--- src/rtl/scr1_memif.sv ---
// Memory interface enums shared by the core-side ports of the TCM and other memory agents.
package scr1_memif;

  typedef enum logic {
    SCR1_MEM_CMD_RD = 1'b0,
    SCR1_MEM_CMD_WR = 1'b1
  } type_scr1_mem_cmd_e;

  typedef enum logic [1:0] {
    SCR1_MEM_WIDTH_BYTE  = 2'b00,
    SCR1_MEM_WIDTH_HWORD = 2'b01,
    SCR1_MEM_WIDTH_WORD  = 2'b10
  } type_scr1_mem_width_e;

  typedef enum logic [1:0] {
    SCR1_MEM_RESP_NOTRDY = 2'b00,
    SCR1_MEM_RESP_RDY_OK = 2'b01,
    SCR1_MEM_RESP_RDY_ER = 2'b10
  } type_scr1_mem_resp_e;

endpackage

--- src/rtl/scr1_tcm_pkg.sv ---
// TCM arbiter shared types: response owner, arbitration pointer and byte-lane mask helper.
package scr1_tcm_pkg;
  import scr1_memif::*;

  localparam int unsigned TCM_LANE_MAX = 8;

  typedef enum logic [1:0] {
    TCM_OWNER_NONE = 2'b00,
    TCM_OWNER_IMEM = 2'b01,
    TCM_OWNER_DMEM = 2'b10
  } tcm_owner_e;

  typedef enum logic {
    TCM_PTR_IMEM = 1'b0,
    TCM_PTR_DMEM = 1'b1
  } tcm_ptr_e;

  // Width mask moved to the byte lane selected by the address offset
  function automatic logic [TCM_LANE_MAX-1:0] tcm_lane_mask(input type_scr1_mem_width_e width,
                                                            input logic [2:0] offset);
    logic [TCM_LANE_MAX-1:0] base;
    case (width)
      SCR1_MEM_WIDTH_BYTE:  base = 8'h01;
      SCR1_MEM_WIDTH_HWORD: base = 8'h03;
      default:              base = 8'h0F;
    endcase
    return base << offset;
  endfunction

endpackage

--- src/rtl/scr1_tcm_arb_sel.sv ---
// Grant selection between imem and dmem: round-robin pointer or dmem priority with starvation guard.
module scr1_tcm_arb_sel
  import scr1_tcm_pkg::*;
#(
  parameter int unsigned ARB_MODE   = 1,
  parameter int unsigned STARVE_MAX = 4
) (
  input  logic clk,
  input  logic rst,
  input  logic imem_req,
  input  logic dmem_req,
  output logic imem_gnt_c,
  output logic dmem_gnt_c
);

  localparam int unsigned CW = (STARVE_MAX < 1) ? 1 : $clog2(STARVE_MAX + 1);

  tcm_ptr_e        ptr_q, ptr_d;
  logic [CW-1:0]   cnt_q, cnt_d;

  always_ff @(posedge clk) begin
    if (rst) begin
      ptr_q <= TCM_PTR_IMEM;
      cnt_q <= '0;
    end else begin
      ptr_q <= ptr_d;
      cnt_q <= cnt_d;
    end
  end

  // No grant while in reset so nothing issued then can produce a response
  always_comb begin
    imem_gnt_c = 1'b0;
    dmem_gnt_c = 1'b0;
    ptr_d      = ptr_q;
    cnt_d      = cnt_q;
    if (!rst) begin
      if (imem_req && dmem_req) begin
        if (ARB_MODE == 0) begin
          if (cnt_q >= CW'(STARVE_MAX)) imem_gnt_c = 1'b1;
          else                          dmem_gnt_c = 1'b1;
        end else if (ptr_q == TCM_PTR_IMEM) begin
          dmem_gnt_c = 1'b1;
        end else begin
          imem_gnt_c = 1'b1;
        end
      end else begin
        imem_gnt_c = imem_req;
        dmem_gnt_c = dmem_req;
      end

      if (imem_gnt_c)      ptr_d = TCM_PTR_IMEM;
      else if (dmem_gnt_c) ptr_d = TCM_PTR_DMEM;

      if (!imem_req || imem_gnt_c)      cnt_d = '0;
      else if (cnt_q < CW'(STARVE_MAX)) cnt_d = cnt_q + CW'(1);
    end
  end

endmodule

--- src/rtl/scr1_tcm_arb.sv ---
// Two-port (imem/dmem) arbiter in front of a single-port TCM with 1-cycle read latency.
module scr1_tcm_arb
  import scr1_memif::*;
  import scr1_tcm_pkg::*;
#(
  parameter int unsigned DWIDTH     = 32,
  parameter int unsigned TCM_SIZE   = 65536,
  parameter int unsigned ARB_MODE   = 1,
  parameter int unsigned STARVE_MAX = 4
) (
  input  logic                                        clk,
  input  logic                                        rst,
  input  logic                                        imem_req,
  input  logic [31:0]                                 imem_addr,
  output logic                                        imem_req_ack,
  output logic [DWIDTH-1:0]                           imem_rdata,
  output type_scr1_mem_resp_e                         imem_resp,
  input  logic                                        dmem_req,
  input  type_scr1_mem_cmd_e                          dmem_cmd,
  input  type_scr1_mem_width_e                        dmem_width,
  input  logic [31:0]                                 dmem_addr,
  input  logic [DWIDTH-1:0]                           dmem_wdata,
  output logic                                        dmem_req_ack,
  output logic [DWIDTH-1:0]                           dmem_rdata,
  output type_scr1_mem_resp_e                         dmem_resp,
  output logic                                        mem_en,
  output logic                                        mem_we,
  output logic [DWIDTH/8-1:0]                         mem_be,
  output logic [$clog2(TCM_SIZE*8/DWIDTH)-1:0]        mem_addr,
  output logic [DWIDTH-1:0]                           mem_wdata,
  input  logic [DWIDTH-1:0]                           mem_rdata
);

  localparam int unsigned NB   = DWIDTH / 8;
  localparam int unsigned OFFW = $clog2(NB);
  localparam int unsigned AW   = $clog2(TCM_SIZE * 8 / DWIDTH);
  localparam logic [32:0] TCM_LIM = 33'(TCM_SIZE);

  logic              imem_gnt, dmem_gnt;
  logic              d_misalign, d_err, i_err;
  logic [OFFW-1:0]   d_off, off_q;
  logic [DWIDTH-1:0] d_wdata_rep;
  tcm_owner_e        owner_q;

  scr1_tcm_arb_sel #(
    .ARB_MODE   (ARB_MODE),
    .STARVE_MAX (STARVE_MAX)
  ) u_sel (
    .clk        (clk),
    .rst        (rst),
    .imem_req   (imem_req),
    .dmem_req   (dmem_req),
    .imem_gnt_c (imem_gnt),
    .dmem_gnt_c (dmem_gnt)
  );

  assign imem_req_ack = imem_gnt;
  assign dmem_req_ack = dmem_gnt;
  assign d_off        = dmem_addr[OFFW-1:0];

  // Natural alignment: hword on even bytes, word on 4-byte boundaries
  always_comb begin
    d_misalign = 1'b0;
    case (dmem_width)
      SCR1_MEM_WIDTH_BYTE:  d_misalign = 1'b0;
      SCR1_MEM_WIDTH_HWORD: d_misalign = dmem_addr[0];
      default:              d_misalign = (dmem_addr[1:0] != 2'b00);
    endcase
  end

  assign d_err = ({1'b0, dmem_addr} >= TCM_LIM) || d_misalign;
  assign i_err = ({1'b0, imem_addr} >= TCM_LIM);

  always_comb begin
    d_wdata_rep = '0;
    case (dmem_width)
      SCR1_MEM_WIDTH_BYTE:  d_wdata_rep = {NB{dmem_wdata[7:0]}};
      SCR1_MEM_WIDTH_HWORD: d_wdata_rep = {(NB/2){dmem_wdata[15:0]}};
      default:              d_wdata_rep = {(NB/4){dmem_wdata[31:0]}};
    endcase
  end

  // Memory access issued in the grant cycle; errored requests never touch the array
  always_comb begin
    mem_en    = 1'b0;
    mem_we    = 1'b0;
    mem_be    = '0;
    mem_addr  = '0;
    mem_wdata = '0;
    if (dmem_gnt && !d_err) begin
      mem_en    = 1'b1;
      mem_we    = (dmem_cmd == SCR1_MEM_CMD_WR);
      mem_be    = NB'(tcm_lane_mask(dmem_width, 3'(d_off)));
      mem_addr  = dmem_addr[OFFW +: AW];
      mem_wdata = d_wdata_rep;
    end else if (imem_gnt && !i_err) begin
      mem_en    = 1'b1;
      mem_be    = '1;
      mem_addr  = imem_addr[OFFW +: AW];
    end
  end

  always_ff @(posedge clk) begin
    if (rst) begin
      owner_q   <= TCM_OWNER_NONE;
      imem_resp <= SCR1_MEM_RESP_NOTRDY;
      dmem_resp <= SCR1_MEM_RESP_NOTRDY;
      off_q     <= '0;
    end else begin
      owner_q   <= TCM_OWNER_NONE;
      imem_resp <= SCR1_MEM_RESP_NOTRDY;
      dmem_resp <= SCR1_MEM_RESP_NOTRDY;
      if (dmem_gnt) begin
        owner_q   <= TCM_OWNER_DMEM;
        dmem_resp <= d_err ? SCR1_MEM_RESP_RDY_ER : SCR1_MEM_RESP_RDY_OK;
        off_q     <= d_off;
      end else if (imem_gnt) begin
        owner_q   <= TCM_OWNER_IMEM;
        imem_resp <= i_err ? SCR1_MEM_RESP_RDY_ER : SCR1_MEM_RESP_RDY_OK;
      end
    end
  end

  assign imem_rdata = (owner_q == TCM_OWNER_IMEM) ? mem_rdata : '0;
  assign dmem_rdata = (owner_q == TCM_OWNER_DMEM) ? (mem_rdata >> {off_q, 3'b000}) : '0;

endmodule
--- config.mk ---
export PLATFORM = sky130hd
export DESIGN_NAME = scr1_tcm_arb
export DESIGN_NICKNAME = d
export VERILOG_FILES = /design/src/rtl/scr1_memif.sv /design/src/rtl/scr1_tcm_pkg.sv /design/src/rtl/scr1_tcm_arb_sel.sv /design/src/rtl/scr1_tcm_arb.sv
export SDC_FILE = /design/constraint.sdc
export NUM_CORES = 1
export LEC_CHECK = 0
export CORE_AREA = 2 2 100 102
export DETAILED_ROUTE_END_ITERATION = 6
export DIE_AREA = 0 0 102 104
export PLACE_DENSITY = 0.74
export SLEW_MARGIN = 10
export SYNTH_ARGS = -nofsm -noshare
export SYNTH_HDL_FRONTEND = slang
export SYNTH_SLANG_ARGS = --single-unit
--- constraint.sdc ---
create_clock -name clk -period 2.15 [get_ports clk]
set_input_delay 0.43 -clock clk [delete_from_list [all_inputs] [get_ports clk]]
set_output_delay 0.43 -clock clk [all_outputs]
set_load 0.01 [all_outputs]
== Word-level counts from Yosys, hierarchy flattened ==
Cells that the tools add are included.

* $add $sub $neg: 0
* Magnitude comparators: 2
* Bitwise gates (word level): 2
* Mux-type cells: 26
* Shift-type cells: 2
* Reductions and logical operators: 12
* Equal/unequal tests: 3
* Divide/modulo/power cells: 0
* Multiply operators: 0

{| class="wikitable"
|+ Operators by type and width
! cell !! number
|-
| 32-bit two-way mux || 3
|-
| 32-bit by 17-bit >= comparator with 1-bit output, second input constant || 2
|-
| 32-bit one-hot mux with 2 select lines || 1
|-
| 32-bit by 5-bit right shift with 32-bit output || 1
|-
| 14-bit two-way mux || 2
|-
| 1-bit two-way mux || 12
|-
| 4-bit two-way mux || 2
|-
| 8-bit two-way mux || 1
|-
| 4-bit one-hot mux with 2 select lines || 1
|-
| 8-bit by 2-bit left shift with 4-bit output || 1
|-
| 2-bit two-way mux || 3
|-
| 2-bit OR reduction || 3
|-
| 2-bit by 1-bit == test with 1-bit output, second input constant || 2
|-
| 1-bit logical AND || 3
|-
| 3-bit OR reduction || 1
|-
| 2-bit == test, second input constant || 1
|-
| 1-bit zero test || 2
|-
| 2-bit zero test || 1
|-
| 1-bit inverter || 2
|-
| 1-bit one-hot mux with 2 select lines || 1
|-
| 2-bit nonzero test || 1
|-
| 1-bit logical OR || 1
|}

* Memory bits (writable): 0
* Register bits: 9
* Output and inout bits: 122
* Bits of input ports: 135
* Latch bits: 0
* ROM bits: 0
* Logic and storage cells: 53
* Memories kept: 0

== Depth between registers and ports, before layout ==
Gate-level depths: netlist of run 1.

* Depth in word-level cells: 8
* Gate-level depth with buffers: 7
* Depth with buffers taken out: 5

== Hierarchy ==
Synthesis of run 1 repeated with hierarchy kept, for this count alone.

* Cell total of the unflattened synthesis: 296
* Area total of the unflattened synthesis: 2019.4 um^2

{| class="wikitable"
|+ By module, submodules not included
! module !! area each (um^2) !! cells each !! times used !! seq. area each (um^2)
|-
| scr1_tcm_arb || 1958.1 || 290 || 1 || 160.2
|-
| scr1_tcm_arb_sel || 61.3 || 6 || 1 || 20.0
|}

== Worst setup path after synthesis of run 1 ==
No wires, ideal clock.

* Path type: input-to-output
* From: input dmem_addr[29]
* To: output mem_be[3]
* Buffers on the path: 1
* Stages on the path: 5
* Setup slack: -1 ps
* Arrival: 1721 ps
* Data required time: 1720 ps
* Cells stage by stage: nor4_1 nand4_1 or3_4 buf_6 o31ai_1

* Word-level cells in the longest chain between the ends: 5

{| class="wikitable"
|+ RTL lines
! element !! line !! RTL
|-
| from (decl) || scr1_tcm_arb.sv:21 || <nowiki>input logic [31:0] dmem_addr,</nowiki>
|-
| 32-bit by 17-bit >= comparator with 1-bit output || scr1_tcm_arb.sv:71 || <nowiki>assign d_err = ({1'b0, dmem_addr} >= TCM_LIM) || d_misalign;</nowiki>
|-
| 1-bit logical OR || scr1_tcm_arb.sv:71 ||
|-
| 1-bit zero test || scr1_tcm_arb.sv:90 || <nowiki>if (dmem_gnt && !d_err) begin</nowiki>
|-
| 1-bit logical AND || scr1_tcm_arb.sv:90 ||
|-
| 4-bit two-way mux || scr1_tcm_arb.sv:90 ||
|-
| to (decl) || scr1_tcm_arb.sv:28 || <nowiki>output logic [DWIDTH/8-1:0] mem_be,</nowiki>
|}

No other way between the ends.

== Worst setup path in the final report of run 1 ==
* From: input dmem_addr[25]
* To: output mem_be[0]

Same word-level chain as after synthesis.

==> summary.md, run 1 <==
| Metric | Value |
|---|---|
| P per Cell Area | `205.9 mW/mm²` |
| Switching fraction of total power | `0.3305` |
| Placeable Area | `0.009549 mm²` |
| Max-capacitance violation count | `0` |
| Yosys top cell area share | `0.1882` |
| Diodes inserted | `0` |
| Fillers | `909` |
| Htree depth | `1` |
| Most frequent cells after synthesis | `49 x and2_1, 40 x nor2_1, 34 x mux2i_1` |
| Sequential share of power | `0.167` |
| # IOs | `257` |
| Fin. Hold Viols | `0` |
| Synth top area cells | `mux2i_1 19%, and2_1 17%, dfxtp_1 10%` |
| Post-synth EDFFs | `0` |
| Initial Util | `0.1893` |
| Yosys cell types | `31` |
| Die Ht | `104 µm` |
| Worst slack, placed | `-1.043 ns` |
| Drt drc | `0` |
| DP HPWL | `8717 µm` |
| Finished Cell Area | `0.005240 mm²` |
| Clock skew | `0.001747 ns` |
| Worst VDD drop | `0.0001310 V` |
| Sequential share of the synthesized area | `0.09965` |
| Layout Cells excl Fill | `707` |
| Clock sinks | `9` |
| CP startpoint kind | `input port` |
| Reg area | `180.2 µm²` |
| Hold Buf Count CTS | `0` |
| CTS tree | `yes` |
| Die ar. | `0.01061 mm²` |
| Violated checks | `setup timing` |
| Synth Register Bits | `9` |
| Chip width | `102 µm` |
| First-pass GRT wire length | `16460 µm` |
| Comb power frac | `0.652` |
| Worst-path maximum fanout | `4` |
| Row count | `36` |
| Number of global-route vias before repair | `3409` |
| F_max | `415.3 MHz` |
| Tmin final | `2.408 ns` |
| Synth Area per Inst | `6.672 µm²` |
| Clock share of power | `0.181` |
| Routed length per placed instance | `15.51 µm` |
| Largest net degree at the start of global routing | `27` |
| DP Cell Count | `687` |
| Worst-Margin Slew | `0.4047 ns` |
| RSZ-0062 raised after global routing | `yes` |
| NetSw | `0.3566 mW` |
| DR vias | `3296` |
| Cells after synthesis | `271` |
| Count leader, synth | `and2_1` |
| Post-DRT Antenna Nets | `0` |
| Multi-input logic area | `0.001743 mm²` |
| Endpoints failing setup | `52` |
| Post-synth top area cell | `mux2i_1` |
| Clk Tree Root Cell | `clkbuf_8` |
| GP Congestion | `0.9318` |
| Crit path DAT | `1.98 ns` |
| Clock slew at reported path FFs | `0.05 ns` |
| 1st-iter DRT viols | `128` |
| Mapped cell area | `0.001808 mm²` |
| Leak pwr | `2.723 nW` |
| Worst hold path class | `in2reg` |
| Yosys warnings | `0` |
| Drt first pass iters | `4` |
| Final worst slack | `-0.2577 ns` |
| Synth async-reset ratio | `0` |
| Vias/cell | `4.662` |
| Worst skew pair latency | `0.23 ns` |
| Slew margin rel. | `0.7278` |
| CTS max path bufs | `2` |
| Slew Limit Fails | `0` |
| Period utilization | `1.120` |
| Status | `finished, violations left` |
| Final wirelength | `10970 µm` |
| CP Class | `in2out` |
| Crit end category | `output pin` |
| GRT Overall Usage | `0.1886` |
| Overflow after GRT | `0` |
| Syn Nets | `406` |
| Initial antenna violation count | `0` |
| Commonest register cell after synthesis | `dfxtp_1` |
| CTS buffer count | `3` |
| Area Overhead vs Synth | `189.8%` |
| Share of cells above drive strength 1 | `0.3258` |
| Number of port buffers | `254` |
| Worst hold slack | `0.5372 ns` |
| Final-stage net count | `710` |
| Cell Area, Placed | `0.004847 mm²` |
| Cell internal pwr | `0.7222 mW` |
| Critical Path RT | `1.72 ns` |
-- logic make-up (layout without fill, tap and decap cells) --
group,Yosys count,count (layout),synth area share
AND/OR/NAND/NOR,139,139,0.4007
AO/OA/AOI/OAI,62,62,0.2305
multiplexers,35,35,0.1945
buffers and inverters,26,329,0.07474
flip-flops,9,9,0.09965
-- what timing repair did --
item / in CTS / in global routing
resized for setup: 390 / 52
setup endpoints to repair: 118 / 87
pin swaps: 35 / 18
cloned: 4 / 0
setup buffers: 10 / 3
-- path summary, 6_finish.rpt --
kind	from	end	slack [ns]	cells after the start
min	imem_req	owner_q[0]	0.54	2
min reg2reg	u_sel.ptr_q	u_sel.ptr_q	0.55	2
max	dmem_addr[25]	mem_be[0]	-0.26	8
max reg2reg	u_sel.ptr_q	dmem_resp[0]	0.61	8
-- cells in the final DEF, fill, tap and decap left out, types with 18 or more instances in the layout --
| cell type | n |
|---|---|
| and2_1 | 40 |
| buf_6 | 25 |
| buf_2 | 30 |
| a21oi_1 | 20 |
| buf_4 | 48 |
| clkdlybuf4s50_1 | 94 |
| dlygate4sd2_1 | 59 |
| clkdlybuf4s15_2 | 22 |
| dlymetal6s2s_1 | 18 |
| nand2_1 | 27 |
| nor2_1 | 40 |
| mux2i_1 | 34 |
-- through the flow --
step	power, mW	utilization	TNS (ns)
floorplan	0.3899	-	0
global placement	0.8678	0.5076	-49.49
detailed placement	0.8781	0.5076	-52.80
CTS	1.069	0.5317	-7.101
global route	1.150	0.5487	-12.35
finish	1.079	0.5487	-9.357
-- state kept, by name, indices dropped and copies added (netlist names) --
signal,cells
off_q,2
owner_q,2
dmem_resp,2
imem_resp,2
u_sel.ptr_q,1
-- metal layers --
layer,track usage,vias to the layer above,part of all wire
li1,-,1568,-
met1,0.1962,1530,0.36
met2,0.3727,185,0.54
met3,0.03696,13,0.090
met4,0.04762,0,0.013
met5,0,-,0
-- cell type report --
cell class | instances | share of cell area
Multi-Input combinational cell | 236 | 0.3326
Inverter | 4 | 0.005253
Sequential cell | 9 | 0.03438
Tap cell | 133 | 0.03176
Clock buffer | 4 | 0.008596
Timing Repair Buffer | 321 | 0.5874
-- worst max-delay path, stage by stage --
cell	delay, ns
buf_6	0.10
nor4_4	0.28
nand2_1	0.13
or3_4	0.47
buf_6	0.14
buf_6	0.11
o31ai_4	0.16
buf_2	0.16
-- power by group through the flow --
stage | sequential, mW | clock (mW) | combinational [mW]
2_1_floorplan | 0.184 | 0 | 0.206
4_1_cts | 0.180 | 0.205 | 0.684
5_1_grt | 0.181 | 0.216 | 0.753
3_5_place_dp | 0.183 | 0 | 0.695
6_report | 0.181 | 0.195 | 0.703
3_3_place_gp | 0.183 | 0 | 0.685
Note: power is estimated with default switching activity, not from simulation.
==> inputs of run 2 (changes only) <==
CAP_MARGIN = 20   (was unset)
clock period = 2.2 ns   (was 2.15 ns; I/O delays follow)
==> summary.md, run 2 (synthesis gave the netlist of run 1 again) <==
| Metric | Value |
|---|---|
| Crit-path cells | `buf_2 > nor4_2 > nand4_1 > or3_4 > inv_6 > buf_6 > mux2_4 > buf_6` |
| Placeable Area | `0.009549 mm²` |
| Final-stage net count | `701` |
| Worst skew pair latency | `0.23 ns` |
| Number of global-route vias before repair | `3199` |
| CP startpoint kind | `input port` |
| Reg area | `181.4 µm²` |
| Finished Cell Area | `0.005167 mm²` |
| 1st-iter DRT viols | `79` |
| Final wirelength | `10770 µm` |
| Fillers | `890` |
| Chip width | `102 µm` |
| CP Class | `in2out` |
| Die ar. | `0.01061 mm²` |
| DR vias | `3245` |
| Htree depth | `1` |
| Share of cells above drive strength 1 | `0.3204` |
| Largest net degree at the start of global routing | `34` |
| Drt first pass iters | `4` |
| Hold Buf Count CTS | `0` |
| Most common cell after layout, fill and taps aside | `clkdlybuf4s50_1` |
| Crit path DAT | `2.02 ns` |
| Fin. Hold Viols | `0` |
| Drt drc | `0` |
| Critical Path RT | `1.76 ns` |
| Worst-Margin Slew | `0.4153 ns` |
| CP most frequent cell | `buf_6` |
| Cell Area, Placed | `0.004747 mm²` |
| Clock skew | `0.001145 ns` |
| Leak pwr | `2.386 nW` |
| Die Ht | `104 µm` |
| DP HPWL | `8248 µm` |
| Initial antenna violation count | `0` |
| Critical path buffers and inverters | `4` |
| Period utilization | `1.118` |
| Routed length per placed instance | `15.43 µm` |
| Worst-path maximum fanout | `5` |
| Top Family by Delay on Critical Path | `simple AND/OR/NAND/NOR gates` |
| Row count | `36` |
| Post-DRT Antenna Nets | `0` |
| Slew margin rel. | `0.7206` |
| Worst VDD drop | `0.0001534 V` |
| CP peak stage delay | `0.43 ns` |
| Final worst slack | `-0.2587 ns` |
| Clk Tree Root Cell | `clkbuf_8` |
| RSZ-0062 raised after global routing | `yes` |
| Crit end category | `output pin` |
| Multi-input logic area | `0.001788 mm²` |
| Max-capacitance violation count | `0` |
| P per Cell Area | `199.8 mW/mm²` |
| Diodes inserted | `0` |
| Slew Limit Fails | `0` |
| GRT Overall Usage | `0.1780` |
| CTS buffer count | `3` |
| Overflow after GRT | `0` |
| Number of port buffers | `254` |
| Clock sinks | `9` |
| F_max | `406.7 MHz` |
| Tmin final | `2.459 ns` |
| Worst hold path class | `reg2reg` |
| Vias/cell | `4.649` |
| # IOs | `257` |
| Status | `finished, violations left` |
| CTS tree | `yes` |
| Endpoints failing setup | `52` |
| Clock slew at reported path FFs | `0.05 ns` |
| Commonest cells after routing, fill and taps aside | `132 x clkdlybuf4s50_1, 47 x dlygate4sd2_1, 44 x and2_1` |
| Initial Util | `0.1893` |
| Slowest stage cell, crit path | `or3_4` |
| Worst hold slack | `0.5486 ns` |
| CTS max path bufs | `2` |
| First-pass GRT wire length | `15570 µm` |
| Pwr Total | `1.032 mW` |
| GP Congestion | `0.8909` |
| TNS Setup | `-8.883 ns` |
| Violated checks | `setup timing` |
| Area Overhead vs Synth | `185.8%` |
[run 2: through the flow]
step / setup WS [ns] / util / cells
2_1_floorplan: 0.02899 / - / 271
3_3_place_gp: -0.9233 / 0.4971 / 676
3_5_place_dp: -0.9720 / 0.4971 / 676
4_1_cts: -0.2231 / 0.5030 / 694
5_1_grt: -0.3315 / 0.5411 / 698
6_report: -0.2587 / 0.5411 / 698
[run 2: worst reg2reg max path, stage by stage, from the launching register on]
cell,delay [ns]
dfxtp_1,0.32
a21oi_2,0.18
nand2_2,0.09
or3_4,0.46
inv_6,0.10
buf_4,0.12
buf_6,0.09
buf_4,0.09
buf_4,0.08
[run 2: cell type report]
type / instances / share of cell area
clock buffer: 4 / 0.008717
inverter: 4 / 0.004843
sequential: 9 / 0.03511
timing repair buffer: 312 / 0.5731
multi-input combinational: 236 / 0.3460
tap: 133 / 0.03220
[run 2: where the power goes]
group | leakage [nW] | internal [mW] | switching [mW]
Sequential | 0.0744 | 0.172 | 0.00560
Clock | 0.0228 | 0.126 | 0.0667
Combinational | 2.29 | 0.388 | 0.274
Total | 2.39 | 0.686 | 0.346
[run 2: repair_timing]
item / 4_1_cts / 5_1_grt
cloned: 4 / 3
setup endpoints to repair: 86 / 97
gates resized for setup: 374 / 68
setup buffers: 10 / 3
pin swaps: 34 / 22
[run 2: worst paths after layout]
check	start	to	slack, ns	depth (start not counted)
worst max-delay path	dmem_addr[20]	mem_be[2]	-0.26	8
worst min register to register	off_q[0]	off_q[0]	0.55	2
worst min-delay path	off_q[0]	off_q[0]	0.55	2
worst max register to register	u_sel.ptr_q	dmem_resp[0]	0.62	8
[run 2: metal layers]
metal | track usage | share of wire
met3 | 0.03293 | 0.088
met2 | 0.3313 | 0.53
met4 | 0.05810 | 0.027
met1 | 0.1984 | 0.35
met5 | 0 | 0
==> inputs of run 3 (changes only) <==
SYNTH_HIERARCHICAL = 1   (was unset)
TNS_END_PERCENT = 30   (was unset)
clock period = 2.3 ns   (was 2.2 ns; I/O delays follow)
==> summary.md, run 3 <==
| Metric | Value |
|---|---|
| Synth async-reset ratio | `0` |
| P per Cell Area | `173.4 mW/mm²` |
| CP Class | `in2out` |
| Final Util | `0.5469` |
| GRT Overall Usage | `0.1907` |
| Row count | `36` |
| Mapped cell area | `0.002019 mm²` |
| Worst VDD drop | `0.00008836 V` |
| RSZ-0062 raised after global routing | `yes` |
| Synth top area cells | `mux2i_1 19%, and2_1 13%, dfxtp_1 8.9%` |
| Syn Nets | `431` |
| Final worst slack | `-0.2532 ns` |
| Hold Buf Count CTS | `0` |
| Placeable Area | `0.009549 mm²` |
| Worst hold path class | `reg2reg` |
| Count leader, synth | `nor2_1` |
| Commonest cells after routing, fill and taps aside | `132 x clkdlybuf4s50_1, 42 x buf_4, 40 x and2_1` |
| Synth Area per Inst | `6.822 µm²` |
| # IOs | `257` |
| Routed length per placed instance | `15.11 µm` |
| Slew Limit Fails | `0` |
| Yosys top cell area share | `0.1884` |
| DRT met1 WL | `3845 µm` |
| Die ar. | `0.01061 mm²` |
| Leak pwr | `2.670 nW` |
| Pwr Total | `0.9057 mW` |
| Worst slack, placed | `-1.050 ns` |
| Htree depth | `1` |
| Number of global-route vias before repair | `3457` |
| Die Ht | `104 µm` |
| Clock sinks | `9` |
| Tmin final | `2.553 ns` |
| Layout Cells excl Fill | `722` |
| Worst-Margin Slew | `0.3170 ns` |
| Critical Path RT | `1.84 ns` |
| Final-stage net count | `725` |
| Finished Cell Area | `0.005223 mm²` |
| Reg area | `182.7 µm²` |
| Vias/cell | `4.643` |
| Slew margin rel. | `0.7877` |
| Cells after synthesis | `296` |
| Met2 wire length | `5761 µm` |
| Clock skew | `0.0006320 ns` |
| Fillers | `949` |
| Post-synth top area cell | `mux2i_1` |
| Area Overhead vs Synth | `158.6%` |
| Share of cells above drive strength 1 | `0.3226` |
| Fin. Hold Viols | `0` |
| Yosys cell types | `34` |
| Yosys warnings | `6` |
| Number of port buffers | `254` |
| GP Congestion | `0.8320` |
| Multi-input logic area | `0.001852 mm²` |
| Sequential share of the synthesized area | `0.08922` |
| DP HPWL | `8555 µm` |
| Endpoints failing setup | `52` |
| DR vias | `3352` |
| First-pass GRT wire length | `16570 µm` |
| Period utilization | `1.110` |
| Clock slew at reported path FFs | `0.05 ns` |
| Initial Util | `0.2115` |
| Violated checks | `setup timing` |
| Drt drc | `0` |
| Cell Area, Placed | `0.004959 mm²` |
| DP Cell Count | `705` |
| Max-capacitance violation count | `0` |
| Final wirelength | `10910 µm` |
| Drt first pass iters | `4` |
| Top Metal Used | `met5` |
| Crit end category | `output pin` |
| Chip width | `102 µm` |
| Most common cell after layout, fill and taps aside | `clkdlybuf4s50_1` |
| CTS max path bufs | `2` |
| F_max | `391.7 MHz` |
| Overflow after GRT | `0` |
| Worst-path maximum fanout | `13` |
| Diodes inserted | `0` |
| Initial antenna violation count | `1` |
| Clk Tree Root Cell | `clkbuf_8` |
| Post-DRT Antenna Nets | `0` |
| Status | `finished, violations left` |
| Most frequent cells after synthesis | `48 x nor2_1, 41 x and2_1, 38 x mux2i_1` |
| Commonest register cell after synthesis | `dfxtp_1` |
| Synth Register Bits | `9` |
| Crit path DAT | `2.09 ns` |
| Largest net degree at the start of global routing | `29` |
| 1st-iter DRT viols | `86` |
| CP startpoint kind | `input port` |
| Post-synth EDFFs | `0` |
| Routed wl met3 | `1037 µm` |
| CTS buffer count | `3` |
| Worst skew pair latency | `0.23 ns` |
| CTS tree | `yes` |
run 3: cell types whose count changed after synthesis, moves of 3 or more:
cell	change
a22o_1	-14
and3_1	+14
and2_1	-8
mux2_4	+8
nor2_1	+8
inv_1	+7
mux2_2	+5
mux2i_1	+4
o31ai_1	-3
run 3: per-layer routing:
layer  up-vias  GRT usage
li1       1615          -
met1      1532     0.1930
met2       183     0.3703
met3        20    0.04704
met4         2    0.06000
met5         -          0
run 3: per-stage QoR:
stage | hold slack [ns] | TNS [ns]
after global placement | 0.4976 | -47.88
after detailed placement | 0.5146 | -48.30
after floorplan | 0.4830 | -0.4081
after CTS | 0.4874 | -7.823
final | 0.4883 | -7.666
after global routing | 0.5026 | -10.83
run 3: worst paths after layout:
kind / cells past startpoint / from / endpoint / slack, ns
worst max-delay path: 7 / dmem_addr[31] / mem_addr[11] / -0.25
worst min-delay path: 1 / u_sel/ptr_q / u_sel/ptr_q / 0.49
worst max register to register: 6 / u_sel/ptr_q / dmem_resp[0] / 0.86
worst min register to register: 1 / u_sel/ptr_q / u_sel/ptr_q / 0.49
run 3: area by class of cell:
cell class / instances / area share
Timing Repair Buffer: 313 / 0.5621
Multi-Input combinational cell: 253 / 0.3546
Sequential cell: 9 / 0.03498
Tap cell: 133 / 0.03186
Clock buffer: 3 / 0.007906
Inverter: 10 / 0.007667
Clock inverter: 1 / 0.0009583
run 3: report_power, final:
group | internal, mW | total, mW | switching (mW) | leakage (nW)
logic | 0.339 | 0.554 | 0.215 | 2.57
clock network | 0.118 | 0.184 | 0.0661 | 0.0255
registers | 0.163 | 0.167 | 0.00436 | 0.0741
run 3: cells by family after synthesis:
| family | after synthesis | share of synthesized area |
|---|---|---|
| AO/OA/AOI/OAI | 47 | 0.1444 |
| buffers and inverters | 34 | 0.08798 |
| flip-flops | 9 | 0.08922 |
| multiplexers | 52 | 0.2813 |
| AND/OR/NAND/NOR | 154 | 0.3972 |
run 3: repair_timing:
action | 4_1_cts | 5_1_grt
setup buffers | 10 | 3
resized for setup | 354 | 59
setup endpoints to repair | 86 | 90
cloned | 3 | 0
pin swaps | 22 | 4
run 3: worst max-delay path: stages:
cell	delay, ns
clkdlybuf4s15_1	0.21
nor4_4	0.14
nand4_1	0.15
or3_4	0.50
buf_12	0.19
mux2_4	0.30
buf_6	0.12
